$ cat config.mk
export PLATFORM = sky130hd
export DESIGN_NAME = video_out
export DESIGN_NICKNAME = d
export VERILOG_FILES = /design/src/rtl/video_out.sv
export SDC_FILE = /design/constraint.sdc
export NUM_CORES = 1
export LEC_CHECK = 0
export CAP_MARGIN = 15
export CORE_ASPECT_RATIO = 0.9
export CORE_MARGIN = 1
export CORE_UTILIZATION = 40
export DETAILED_ROUTE_END_ITERATION = 7
export GPL_TIMING_DRIVEN = 0
export PLACE_DENSITY = 0.65
export SYNTH_ARGS = -nofsm -noshare
export SYNTH_HDL_FRONTEND = slang
export SYNTH_SLANG_ARGS = --single-unit
$ cat constraint.sdc
create_clock -name clk -period 8.1 [get_ports clk]
set_input_delay 2.025 -clock clk [delete_from_list [all_inputs] [get_ports clk]]
set_output_delay 2.025 -clock clk [all_outputs]
set_load 0.03 [all_outputs]
$ cat src/rtl/video_out.sv
// Video output stage: pixel-rate divider, H/V counters, blank/sync timing and
// a two-stage pixel pipeline that expands IRGB4444 to intensity-scaled RGB888.
module video_out #(
    parameter int CLK_DIV  = 2,
    parameter int H_TOTAL  = 456,
    parameter int H_ACTIVE = 336,
    parameter int HS_START = 368,
    parameter int HS_END   = 400,
    parameter int V_TOTAL  = 262,
    parameter int V_ACTIVE = 240,
    parameter int VS_START = 244,
    parameter int VS_END   = 247
) (
    input  logic        clk,
    input  logic        rst,
    input  logic [15:0] D,
    output logic        PIX_EN,
    output logic [8:0]  HPOS,
    output logic [8:0]  VPOS,
    output logic [7:0]  R,
    output logic [7:0]  G,
    output logic [7:0]  B,
    output logic        HSYNC_b,
    output logic        VSYNC_b,
    output logic        BLANK_b
);

    localparam int DW = (CLK_DIV > 1) ? $clog2(CLK_DIV) : 1;
    localparam logic [DW-1:0] DIV_LAST = DW'(CLK_DIV - 1);
    localparam logic [8:0] H_LAST = 9'(H_TOTAL - 1);
    localparam logic [8:0] V_LAST = 9'(V_TOTAL - 1);
    localparam logic [8:0] H_ACT  = 9'(H_ACTIVE);
    localparam logic [8:0] V_ACT  = 9'(V_ACTIVE);
    localparam logic [8:0] HS_S   = 9'(HS_START);
    localparam logic [8:0] HS_E   = 9'(HS_END);
    localparam logic [8:0] VS_S   = 9'(VS_START);
    localparam logic [8:0] VS_E   = 9'(VS_END);

    logic [DW-1:0] div_q, div_d;
    logic          pix_en_q, pix_en_d;
    logic [8:0]    hpos_q, hpos_d;
    logic [8:0]    vpos_q, vpos_d;
    logic [15:0]   s1_dat_q, s1_dat_d;
    logic          s1_act_q, s1_act_d;
    logic          s1_hs_q, s1_hs_d;
    logic          s1_vs_q, s1_vs_d;
    logic [7:0]    r_q, r_d, g_q, g_d, b_q, b_d;
    logic          hsync_b_q, hsync_b_d;
    logic          vsync_b_q, vsync_b_d;
    logic          blank_b_q, blank_b_d;

    logic          active, hs, vs;
    logic [4:0]    i_p1;
    logic [7:0]    r_mul, g_mul, b_mul;

    always_comb begin
        active = (hpos_q < H_ACT) && (vpos_q < V_ACT);
        hs     = (hpos_q >= HS_S) && (hpos_q < HS_E);
        vs     = (vpos_q >= VS_S) && (vpos_q < VS_E);

        // Intensity I selects a gain of I+1, so I=0 is dim rather than black.
        i_p1  = {1'b0, s1_dat_q[15:12]} + 5'd1;
        r_mul = {4'd0, s1_dat_q[11:8]} * {3'd0, i_p1};
        g_mul = {4'd0, s1_dat_q[7:4]}  * {3'd0, i_p1};
        b_mul = {4'd0, s1_dat_q[3:0]}  * {3'd0, i_p1};

        div_d     = (div_q == DIV_LAST) ? '0 : div_q + 1'b1;
        pix_en_d  = (div_q == DIV_LAST);
        hpos_d    = hpos_q;
        vpos_d    = vpos_q;
        s1_dat_d  = s1_dat_q;
        s1_act_d  = s1_act_q;
        s1_hs_d   = s1_hs_q;
        s1_vs_d   = s1_vs_q;
        r_d       = r_q;
        g_d       = g_q;
        b_d       = b_q;
        hsync_b_d = hsync_b_q;
        vsync_b_d = vsync_b_q;
        blank_b_d = blank_b_q;

        if (pix_en_q) begin
            if (hpos_q == H_LAST) begin
                hpos_d = '0;
                vpos_d = (vpos_q == V_LAST) ? '0 : vpos_q + 9'd1;
            end else begin
                hpos_d = hpos_q + 9'd1;
            end

            s1_dat_d = D;
            s1_act_d = active;
            s1_hs_d  = hs;
            s1_vs_d  = vs;

            r_d       = s1_act_q ? r_mul : 8'd0;
            g_d       = s1_act_q ? g_mul : 8'd0;
            b_d       = s1_act_q ? b_mul : 8'd0;
            blank_b_d = s1_act_q;
            hsync_b_d = ~s1_hs_q;
            vsync_b_d = ~s1_vs_q;
        end
    end

    always_ff @(posedge clk) begin
        if (rst) begin
            div_q     <= '0;
            pix_en_q  <= 1'b0;
            hpos_q    <= '0;
            vpos_q    <= '0;
            s1_dat_q  <= '0;
            s1_act_q  <= 1'b0;
            s1_hs_q   <= 1'b0;
            s1_vs_q   <= 1'b0;
            r_q       <= '0;
            g_q       <= '0;
            b_q       <= '0;
            hsync_b_q <= 1'b1;
            vsync_b_q <= 1'b1;
            blank_b_q <= 1'b0;
        end else begin
            div_q     <= div_d;
            pix_en_q  <= pix_en_d;
            hpos_q    <= hpos_d;
            vpos_q    <= vpos_d;
            s1_dat_q  <= s1_dat_d;
            s1_act_q  <= s1_act_d;
            s1_hs_q   <= s1_hs_d;
            s1_vs_q   <= s1_vs_d;
            r_q       <= r_d;
            g_q       <= g_d;
            b_q       <= b_d;
            hsync_b_q <= hsync_b_d;
            vsync_b_q <= vsync_b_d;
            blank_b_q <= blank_b_d;
        end
    end

    assign PIX_EN  = pix_en_q;
    assign HPOS    = hpos_q;
    assign VPOS    = vpos_q;
    assign R       = r_q;
    assign G       = g_q;
    assign B       = b_q;
    assign HSYNC_b = hsync_b_q;
    assign VSYNC_b = vsync_b_q;
    assign BLANK_b = blank_b_q;

endmodule

# After elaboration in Yosys (flattened, before gate mapping)
# Index checks and enable logic that the tools add are counted.
dict set report word_totals {
  ff_bits 66
  in_bits 18
  out_inout_bits 46
  word_cells 41
}
dict set report op_classes {
  add_sub_neg 4
  n_mul 3
  magnitude_cmp 6
  eq_ne 2
  n_mux 5
  bitwise_logic 2
  reduce_logical 5
}
# op n
set op_table {}
lappend op_table {{$mul A4 B5 Y8} 3}
lappend op_table {{$mux W8} 3}
lappend op_table {{$add A9 B1 Y9 const B} 2}
lappend op_table {{$eq A9 B9 Y1 const B} 2}
lappend op_table {{$lt A9 B8 Y1 const B} 2}
lappend op_table {{$lt A9 B9 Y1 const B} 2}
lappend op_table {{$mux W9} 2}
lappend op_table {{$ge A9 B8 Y1 const B} 1}
lappend op_table {{$ge A9 B9 Y1 const B} 1}
lappend op_table {{$add A4 B1 Y5 const B} 1}
lappend op_table {{$logic_and A1 B1 Y1} 3}
lappend op_table {{$not A1 Y1} 2}
lappend op_table {{$reduce_and A2 Y1} 1}
lappend op_table {{$reduce_or A2 Y1} 1}
lappend op_table {{$add A1 B1 Y1 const B} 1}

# Logic depth before layout (Yosys ltp)
# Gate-level depths: netlist of run 1.
dict set report logic_depth {
  ltp_word 3
  depth_mapped 13
  ltp_nobuf 12
}

# Worst setup path after synthesis of run 1
# No wires, ideal clock.
dict set report synth_path {
  kind {flip-flop to flip-flop}
  startpoint {register s1_dat_q[12]}
  endpoint {register b_q[6] (netlist: B[6])}
  setup_time_ns 0.116
  arrival_time_ns 3.305
  required_time_ns 7.984
  path_slack_ns 4.679
  stages_incl_launch_ff 14
  path_buffers 1
  synth_period_minus_slack_ns 3.421
  path_cell_list {dfxtp_1 -> ha_1 -> xor2_1 -> clkbuf_1 -> and2_1 -> fa_1 -> inv_1 -> fa_1 -> inv_1 -> ha_1 -> nor2b_1 -> o21a_1 -> or3_1 -> a31o_2}
}
dict set report synth_via {
  elab_chain_len 3
}
# item line
set synth_lines {}
lappend synth_lines {{start, declared} 43} ;# logic [15:0] s1_dat_q, s1_dat_d;
lappend synth_lines {{start signal, assigned} 125} ;# s1_dat_q <= s1_dat_d;
lappend synth_lines {{$add A4 B1 Y5} 62} ;# i_p1 = {1'b0, s1_dat_q[15:12]} + 5'd1;
lappend synth_lines {{$mul A4 B5 Y8} 65} ;# b_mul = {4'd0, s1_dat_q[3:0]} * {3'd0, i_p1};
lappend synth_lines {{$mux W8} 97} ;# b_d = s1_act_q ? b_mul : 8'd0;
lappend synth_lines {{end signal, assigned} 116} ;# b_q <= '0;
lappend synth_lines {{end signal, assigned} 131} ;# b_q <= b_d;
lappend synth_lines {{end, declared} 47} ;# logic [7:0] r_q, r_d, g_q, g_d, b_q, b_d;
# No other way between the ends.
# A chain may end at the register's enable or synchronous reset.

# Final worst setup path of run 1
dict set report layout_path {
  startpoint {register s1_dat_q[12]}
  endpoint {register b_q[7] (netlist: B[7])}
}
# The elaborated chain is that of the path after synthesis.

==> results_dict.tcl, run 1 <==
set metrics [dict create \
    slew_headroom_pct 45.58 \
    ant_nets 0 \
    ir_worst_vdd_mv 0.1037 \
    yosysTopAreaCell "dfxtp_1" \
    core_area_um2 9869 \
    status "completed" \
    critPathRequiredTime_ns 8.32 \
    cts_buffers 9 \
    syn_inst 468 \
    cp-start-kind "flip-flop" \
    fin_skew_ns 0.005734 \
    finalMaxSlewViolations 0 \
    drt_wl_total_mm 10.26 \
    syn_area_per_cell_um2 8.839 \
    post_cts_buffers 0 \
    grt_pass1_vias 3556 \
    synthTopCellsByArea "dfxtp_1 32%, ha_1 11%, fa_1 8.7%, nor2_1 4.6%, and2_1 4.4%" \
    synth_async_sr_flop_share_pct 0 \
    cts_tree "yes" \
    fp.dieW_um 109.2 \
    fin_setup_tns_ns 0 \
    cts_max_level 3 \
    antennaDiodeCount 0 \
    grt_pass1_wl_mm 17.14 \
    finalHoldViolations 0 \
    final_util_pct 52.71 \
    p_total_uw 777.5 \
    crit_fanout 10 \
    overflow 0 \
    die_area_um2 10750 \
    p_leak_uw 0.002225 \
    areaGrowthSynthToFinish_pct 25.77 \
    grt_max_degree 12 \
    clkLatencyLatePin_ns 0.34 \
    synth_edf_count 0 \
    grt.total_usage_pct 20.64 \
    fin_crit_sh_pct 49.69 \
    drv_cap 0 \
    ys_top_cells_by_count "66 x dfxtp_1, 51 x nor2_1, 37 x ha_1" \
    synth_top_area_share_pct 31.94 \
    gp_congestion 0.8563 \
    drtPass1Iterations 4 \
    start_util_pct 41.91 \
    fin_nets 614 \
    synthMostInstantiatedCell "dfxtp_1" \
    cts_resized 0 \
    holdCritPathClass "flip-flop to flip-flop" \
    cts.reportedPaths.clkPinSlew_ns 0.06 \
    num_rows 34 \
    setup_ws_ns 4.075 \
    dr_total_vias 3534 \
    io_pins 64 \
    antenna_found_initial 0 \
    root_buffer "clkbuf_16" \
    timing.final.crit_period_ns 4.025 \
    synth.distinct_cells 43 \
    ys.flop_type "dfxtp_1" \
    fmax_ghz 0.2484 \
    rsz0062_at_grt "no" \
    wl_per_cell_um 15.26 \
    syn-num-nets 541 \
    cp-end-kind "flip-flop" \
    numPortBuffers 62 \
    yosysWarnings 0 \
    yosysSeqAreaShare_pct 31.94 \
    die_height_um 98.48 \
    post-place-ws_ns 4.186 \
    ys_ff_latch 66 \
    cp.arrival_ns 4.24 \
    drive_above_1_share_pct 4.212 \
    drt_iter0_drc 112 \
    ctsHoldBuffers 0 \
    drc_errors 0 \
    clkSinkCount 66 \
    path_class "flip-flop to flip-flop" \
    vias_per_cell 5.259 \
    hpwl_mm 7.529 \
    setup_viol 0 \
    syn-cell-area_um2 4136 \
    clock_path_buffers 2 \
    powerDensity_nw_per_um2 149.5 \
    whs_ns 0.4036 \
    worst_pin_slew_ns 0.8162 \
]
-- layout by cell type (no fill, tap or decap), types with 7 or more instances in the layout --
cell              n
clkbuf_1         18
dfxtp_1          66
o21ai_0          13
nand3_1          13
a21oi_1          19
nor2_1           51
and2_1           29
fa_1             18
o21a_1            7
or3_1             7
inv_1            33
nand2_1          36
mux2i_1          18
xor2_1           13
ha_1             37
nand4_1           9
clkdlybuf4s50_1  62
nor2b_1          13
clkbuf_16         9
-- kinds of logic (layout without fill, tap and decap cells) --
family	Yosys count	count (layout)	share of synthesized area [%]
XOR/XNOR	19	19	4.023
AO/OA/AOI/OAI	72	72	11.46
flip-flops	66	66	31.94
adder cells (fa/ha/maj)	55	55	19.90
AND/OR/NAND/NOR	185	185	23.32
buffers and inverters	53	131	4.991
multiplexers	18	18	4.356
-- routing by layer --
metal	wire (µm)	vias to the layer above	track usage [%]
li1	-	1748	-
met1	4834	1698	25.95
met2	4870	76	35.27
met3	407	12	4.233
met4	145	0	6.359
met5	0	-	0
-- final cells by class --
| cell class | instances | area [µm²] |
|---|---|---|
| Fill cell | 977 | 4667 |
| Multi-Input combinational cell | 349 | 2609 |
| Sequential cell | 66 | 1321 |
| Timing Repair Buffer | 62 | 620.6 |
| Clock buffer | 11 | 232.7 |
| Tap cell | 126 | 157.7 |
| Inverter | 34 | 127.6 |
| Buffer | 19 | 78.83 |
| Clock inverter | 5 | 55.05 |
-- report_power, final --
part / switching (µW) / internal [µW] / leakage (µW)
Combinational: 32.2 / 22.8 / 0.00156
Sequential: 7.13 / 330 / 0.000534
Clock: 148 / 237 / 0.000136
Total: 187 / 590 / 0.00222
-- critical path, stage by stage, from the launching register on --
cell	delay, ns
dfxtp_1	0.41
ha_1	0.29
xor2_1	0.30
clkbuf_1	0.43
nand2_1	0.15
fa_1	0.52
inv_1	0.06
fa_1	0.50
ha_1	0.32
a211o_1	0.32
a211oi_1	0.34
nor4b_1	0.10
nand3b_1	0.16
-- worst paths after layout --
kind	from	slack, ns	endpoint	cells past startpoint
max	s1_dat_q[12]	4.07	B[7]	12
min	div_q	0.40	div_q	1
max reg2reg	s1_dat_q[12]	4.07	B[7]	12
min reg2reg	div_q	0.40	div_q	1
-- registers in the layout, indices dropped and copies added (netlist names), 8 cells and up --
signal,flops
B,8
G,8
HPOS,9
R,8
VPOS,9
s1_dat_q,16
-- through the flow --
stage / cells / area [µm²]
6_report: 672 / 5202
5_1_grt: 672 / 5202
4_1_cts: 672 / 5202
3_5_place_dp: 656 / 4915
3_3_place_gp: 656 / 4915
2_1_floorplan: 468 / 4136
No activity file was read; power rests on OpenSTA's default activity.
==> run 2: changes to the inputs <==
Clock period 8.1 ns to 4 ns, I/O delays scaled along.
==> run 2 against run 1 <==
Combinational power grew 100%. Global-route usage unchanged. Non-clock buffer count unchanged. Highest routed layer unchanged.
==> results_dict.tcl, run 2 (synthesis results as in run 1) <==
set metrics [dict create \
    critPathRequiredTime_ns 4.22 \
    cp.arrival_ns 3.99 \
    die_height_um 98.48 \
    drt_wl_total_mm 10.21 \
    cts_max_level 3 \
    grt_max_degree 12 \
    core_area_um2 9869 \
    drtPass1Iterations 4 \
    cts_buffers 9 \
    holdCritPathClass "flip-flop to flip-flop" \
    swShare_pct 24.04 \
    vias_per_cell 5.216 \
    setup_viol 0 \
    p_sw_uw 378.2 \
    cts.reportedPaths.clkPinSlew_ns 0.06 \
    dr_total_vias 3505 \
    crit_cells 12 \
    final_util_pct 52.75 \
    drive_above_1_share_pct 4.396 \
    slew_headroom_pct 45.37 \
    hpwl_mm 7.529 \
    crit_path_cell_trace "ha_1 > xor2_1 > clkbuf_4 > nand2_1 > fa_1 > inv_1 > fa_1 > ha_1 > a211o_1 > a211oi_1 > nor4b_1 > nand3b_1" \
    cpMaxStageDelayCell "fa_1" \
    ff2ff_path_depth 12 \
    ant_nets 0 \
    crit_buf_inv 2 \
    overflow 0 \
    cts_tree "yes" \
    num_rows 34 \
    layout.cells.most_common_list "66 x dfxtp_1, 62 x clkdlybuf4s50_1, 51 x nor2_1, 37 x ha_1, 36 x nand2_1" \
    fin_crit_sh_pct 94.38 \
    grt_pass1_wl_mm 17.14 \
    pwr-share-seq_pct 43.4 \
    final_common_cell "dfxtp_1" \
    internal_power_uw 1195 \
    drc_errors 0 \
    p_leak_uw 0.002228 \
    regMostFlops "s1_dat_q" \
    numPortBuffers 62 \
    wl_per_cell_um 15.19 \
    areaGrowthSynthToFinish_pct 25.86 \
    grt.total_usage_pct 20.64 \
    ctsHoldBuffers 0 \
    dp.cells 656 \
    powerDensity_nw_per_um2 302.2 \
    fin_setup_tns_ns 0 \
    crit_fanout 10 \
    power_frac_clock_pct 49.5 \
    min_path_cells 1 \
    antennaDiodeCount 0 \
    slowest_delay_ns 0.51 \
    finalMaxSlewViolations 0 \
    cp-end-kind "flip-flop" \
    clkSinkCount 66 \
    fmax_ghz 0.2649 \
    clock_path_buffers 2 \
    grt_pass1_vias 3556 \
    io_pins 64 \
    ir_worst_vdd_mv 0.2098 \
    largest_reg_flops 16 \
    gp_congestion 0.8563 \
    cp-start-kind "flip-flop" \
    crit_family "adder cells" \
    drv_cap 0 \
    fp.dieW_um 109.2 \
    root_buffer "clkbuf_16" \
    path_class "flip-flop to flip-flop" \
    fin_nets 614 \
    finalHoldViolations 0 \
    clkLatencyLatePin_ns 0.34 \
    fin_skew_ns 0.005584 \
    antenna_found_initial 0 \
    start_util_pct 41.91 \
    timing.final.crit_period_ns 3.775 \
    fill_cells 975 \
    final_cells 672 \
    worst_pin_slew_ns 0.8194 \
    combinationalPowerShare_pct 7.1 \
    status "completed" \
    die_area_um2 10750 \
    drt_iter0_drc 104 \
    rsz0062_at_grt "no" \
]
-- run 2: changes by cell type in the layout (fill, tap and decap cells not counted) --
cell      before  now
clkbuf_4       0    1
clkbuf_1      18   17
-- run 2: worst paths after layout --
check                             startpoint     to  slack [ns]
worst max-delay path            s1_dat_q[12]   B[7]        0.22
worst min-delay path                   div_q  div_q        0.40
worst max register to register  s1_dat_q[12]   B[7]        0.22
worst min register to register         div_q  div_q        0.40
-- run 2: metrics by stage --
| step | worst slack, ns | instance area, µm² | power (µW) | hold WS [ns] |
|---|---|---|---|---|
| 4_1_cts | 0.04644 | 5202 | 1585 | 0.4068 |
| 5_1_grt | 0.01576 | 5206 | 1633 | 0.4359 |
| 6_report | 0.2248 | 5206 | 1573 | 0.4036 |
| 3_5_place_dp | 0.08550 | 4915 | 807.9 | 0.3987 |
| 3_3_place_gp | 0.1598 | 4915 | 805.5 | 0.3925 |
| 2_1_floorplan | 0.5790 | 4136 | 758.2 | 0.3845 |
-- run 2: routing by layer --
| layer | track usage, % | share of wire (%) | vias up |
|---|---|---|---|
| li1 | - | - | 1746 |
| met1 | 25.95 | 45 | 1661 |
| met2 | 35.27 | 48 | 85 |
| met3 | 4.233 | 5.7 | 13 |
| met4 | 6.359 | 1.5 | 0 |
| met5 | 0 | 0 | - |
-- run 2: final cells by class --
| class | count | area, µm² | share of cell area, % |
|---|---|---|---|
| Buffer | 19 | 82.58 | 1.586 |
| Clock buffer | 11 | 232.7 | 4.470 |
| Clock inverter | 5 | 55.05 | 1.057 |
| Inverter | 34 | 127.6 | 2.451 |
| Multi-Input combinational cell | 349 | 2609 | 50.11 |
| Sequential cell | 66 | 1321 | 25.38 |
| Tap cell | 126 | 157.7 | 3.028 |
| Timing Repair Buffer | 62 | 620.6 | 11.92 |
-- run 2: worst register-to-register path: stages (launching register included) --
cell and delay (ns):
dfxtp_1 0.41, ha_1 0.29, xor2_1 0.29, clkbuf_4 0.28
nand2_1 0.09, fa_1 0.51, inv_1 0.06, fa_1 0.50
ha_1 0.32, a211o_1 0.32, a211oi_1 0.33, nor4b_1 0.10
nand3b_1 0.16
-- run 2: power by group through the flow --
stage               Clock, µW  Combinational (µW)  Sequential, µW
floorplan                   0                63.0             695
global placement            0                 110             696
detailed placement          0                 111             697
CTS                       790                 113             683
global route              825                 124             684
finish                    779                 112             683
-- run 2: what timing repair did --
| action | in CTS | in global routing |
|---|---|---|
| setup buffers | 0 | 0 |
| endpoints found under the setup margin | 0 | 8 |
| resized for setup | 0 | 4 |
==> run 3: changes to the inputs <==
Settings changed: CAP_MARGIN 15 to 25, CTS_BUF_LIST set to sky130_fd_sc_hd__clkbuf_4.
Clock period 4 ns to 3.9 ns, I/O delays scaled along.
==> run 3 against run 2 <==
Hold slack gained 0.0079 ns. Sequential share of layout area grew 0.67 points. Die area is the same. Count of clock-buffer cells in the layout is the same. Clock power shrank 40%. Cell area shrank 2.6%. Non-clock buffer count is the same. First-iteration DRC count shrank 2.9%. Cell count is the same. Core utilization shrank 1.4 points. Critical endpoint is now R[6]. Largest cell class unchanged.
==> results_dict.tcl, run 3 (synthesis results as in run 1) <==
set metrics [dict create \
    setup_viol 0 \
    powerDensity_nw_per_um2 253.2 \
    rsz0062_at_grt "no" \
    endpoint "R[6]" \
    root_buffer "clkbuf_4" \
    worst_pin_slew_ns 0.8236 \
    ctsHoldBuffers 0 \
    die_height_um 98.48 \
    drt_wl_total_mm 10.08 \
    largest_reg_flops 16 \
    dr_total_vias 3495 \
    cp-start-kind "flip-flop" \
    overflow 0 \
    clkSinkCount 66 \
    regToRegSetupSlack_ns 0.17 \
    vias_per_cell 5.201 \
    r2r_start "s1_dat_q[12]" \
    p_leak_uw 0.002167 \
    io_pins 64 \
    fmax_ghz 0.2681 \
    cts_max_level 3 \
    gp_congestion 0.8563 \
    drt_iter0_drc 101 \
    grt.total_usage_pct 20.34 \
    grt_pass1_wl_mm 16.96 \
    grt_max_degree 12 \
    r2r-end "R[6]" \
    cp.arrival_ns 4.07 \
    final_cells 672 \
    drc_errors 0 \
    hpwl_mm 7.529 \
    die_area_um2 10750 \
    cp-startpoint "s1_dat_q[12]" \
    drtPass1Iterations 4 \
    setup_ws_ns 0.1699 \
    finalMaxSlewViolations 0 \
    numPortBuffers 62 \
    slew_headroom_pct 45.09 \
    ir_worst_vdd_mv 0.1691 \
    layout.cells.most_common_list "66 x dfxtp_1, 62 x clkdlybuf4s50_1, 51 x nor2_1, 36 x nand2_1, 36 x ha_1" \
    antenna_found_initial 0 \
    grt_pass1_vias 3594 \
    fin_skew_ns 0.01405 \
    crit_fanout 10 \
    core_area_um2 9869 \
    fin_nets 614 \
    final_common_cell "dfxtp_1" \
    antennaDiodeCount 0 \
    clkLatencyLatePin_ns 0.43 \
    regMostFlops "s1_dat_q" \
    post-place-ws_ns -0.01450 \
    wl_per_cell_um 15.00 \
    cts_buffers 9 \
    timing.final.crit_period_ns 3.730 \
    fin_crit_sh_pct 95.64 \
    cp-end-kind "flip-flop" \
    ff2ff_path_depth 12 \
    clock_path_buffers 2 \
    areaGrowthSynthToFinish_pct 22.63 \
    drv_cap 0 \
    dp.cells 656 \
    cts.reportedPaths.clkPinSlew_ns 0.11 \
    fp.dieW_um 109.2 \
    finalHoldViolations 0 \
    start_util_pct 41.91 \
    drive_above_1_share_pct 5.495 \
    path_class "flip-flop to flip-flop" \
    ant_nets 0 \
    holdCritPathClass "flip-flop to flip-flop" \
    cts_tree "yes" \
    num_rows 34 \
    critPathRequiredTime_ns 4.24 \
    status "completed" \
]
==> run 3: cell count changes in the layout (fill, tap and decap cells not counted) <==
cell	before	now
ha_2	0	1
clkbuf_16	9	0
ha_1	37	36
a211oi_1	6	5
clkbuf_1	17	14
xor2_2	0	1
clkbuf_2	0	1
a211oi_2	0	1
xor2_1	13	12
clkbuf_4	1	12
==> run 3: metal layers <==
metal,part of all wire [%],vias up,global-route usage (%)
li1,-,1743,-
met5,0,-,0
met1,44,1639,25.18
met4,2.0,0,6.051
met3,7.0,20,5.820
met2,47,93,34.11
==> run 3: cell type report <==
cell class	instances	area [µm²]
timing repair buffer	62	620.6
buffer	19	83.83
inverter	34	127.6
tap	126	157.7
clock buffer	11	82.58
fill	987	4797
multi-input combinational	349	2624
sequential	66	1321
clock inverter	5	55.05
==> run 3: repair_timing <==
action	CTS	global route
gates resized for setup	1	7
buffers inserted	0	0
setup endpoints to repair	3	6
==> run 3: through the flow <==
step	TNS, ns	cell area [µm²]	utilization [%]	total power, µW	hold WS, ns
after floorplan	0	4136	-	777.6	0.3845
after global placement	0	4915	49.80	826.1	0.3925
after detailed placement	-0.01450	4915	49.80	828.6	0.3987
after CTS	0	5054	51.20	1300	0.4163
after global routing	0	5072	51.39	1347	0.4460
final	0	5072	51.39	1285	0.4115
==> run 3: worst max-delay path, stage by stage, from the launching register on <==
cell and delay, ns:
dfxtp_1 0.44, ha_2 0.33, clkbuf_1 0.23, and2_1 0.24
fa_1 0.54, inv_1 0.06, fa_1 0.55, inv_1 0.05
ha_1 0.33, nor2b_1 0.17, o21a_1 0.17, or3_1 0.30
a31o_2 0.23
==> run 3: worst min path at each step <==
| stage | startpoint | endpoint | slack, ns | cells past startpoint |
|---|---|---|---|---|
| floorplan | div_q | div_q | 0.38 | 1 |
| global placement | div_q | div_q | 0.39 | 1 |
| detailed placement | div_q | div_q | 0.40 | 1 |
| CTS | div_q | div_q | 0.42 | 1 |
| global route | div_q | div_q | 0.45 | 1 |
| finish | div_q | div_q | 0.41 | 1 |
==> run 3: where the power goes <==
group | internal, µW | switching (µW) | total [µW]
combinational | 48.2 | 65.9 | 114
sequential | 685 | 14.9 | 699
clock | 208 | 263 | 471
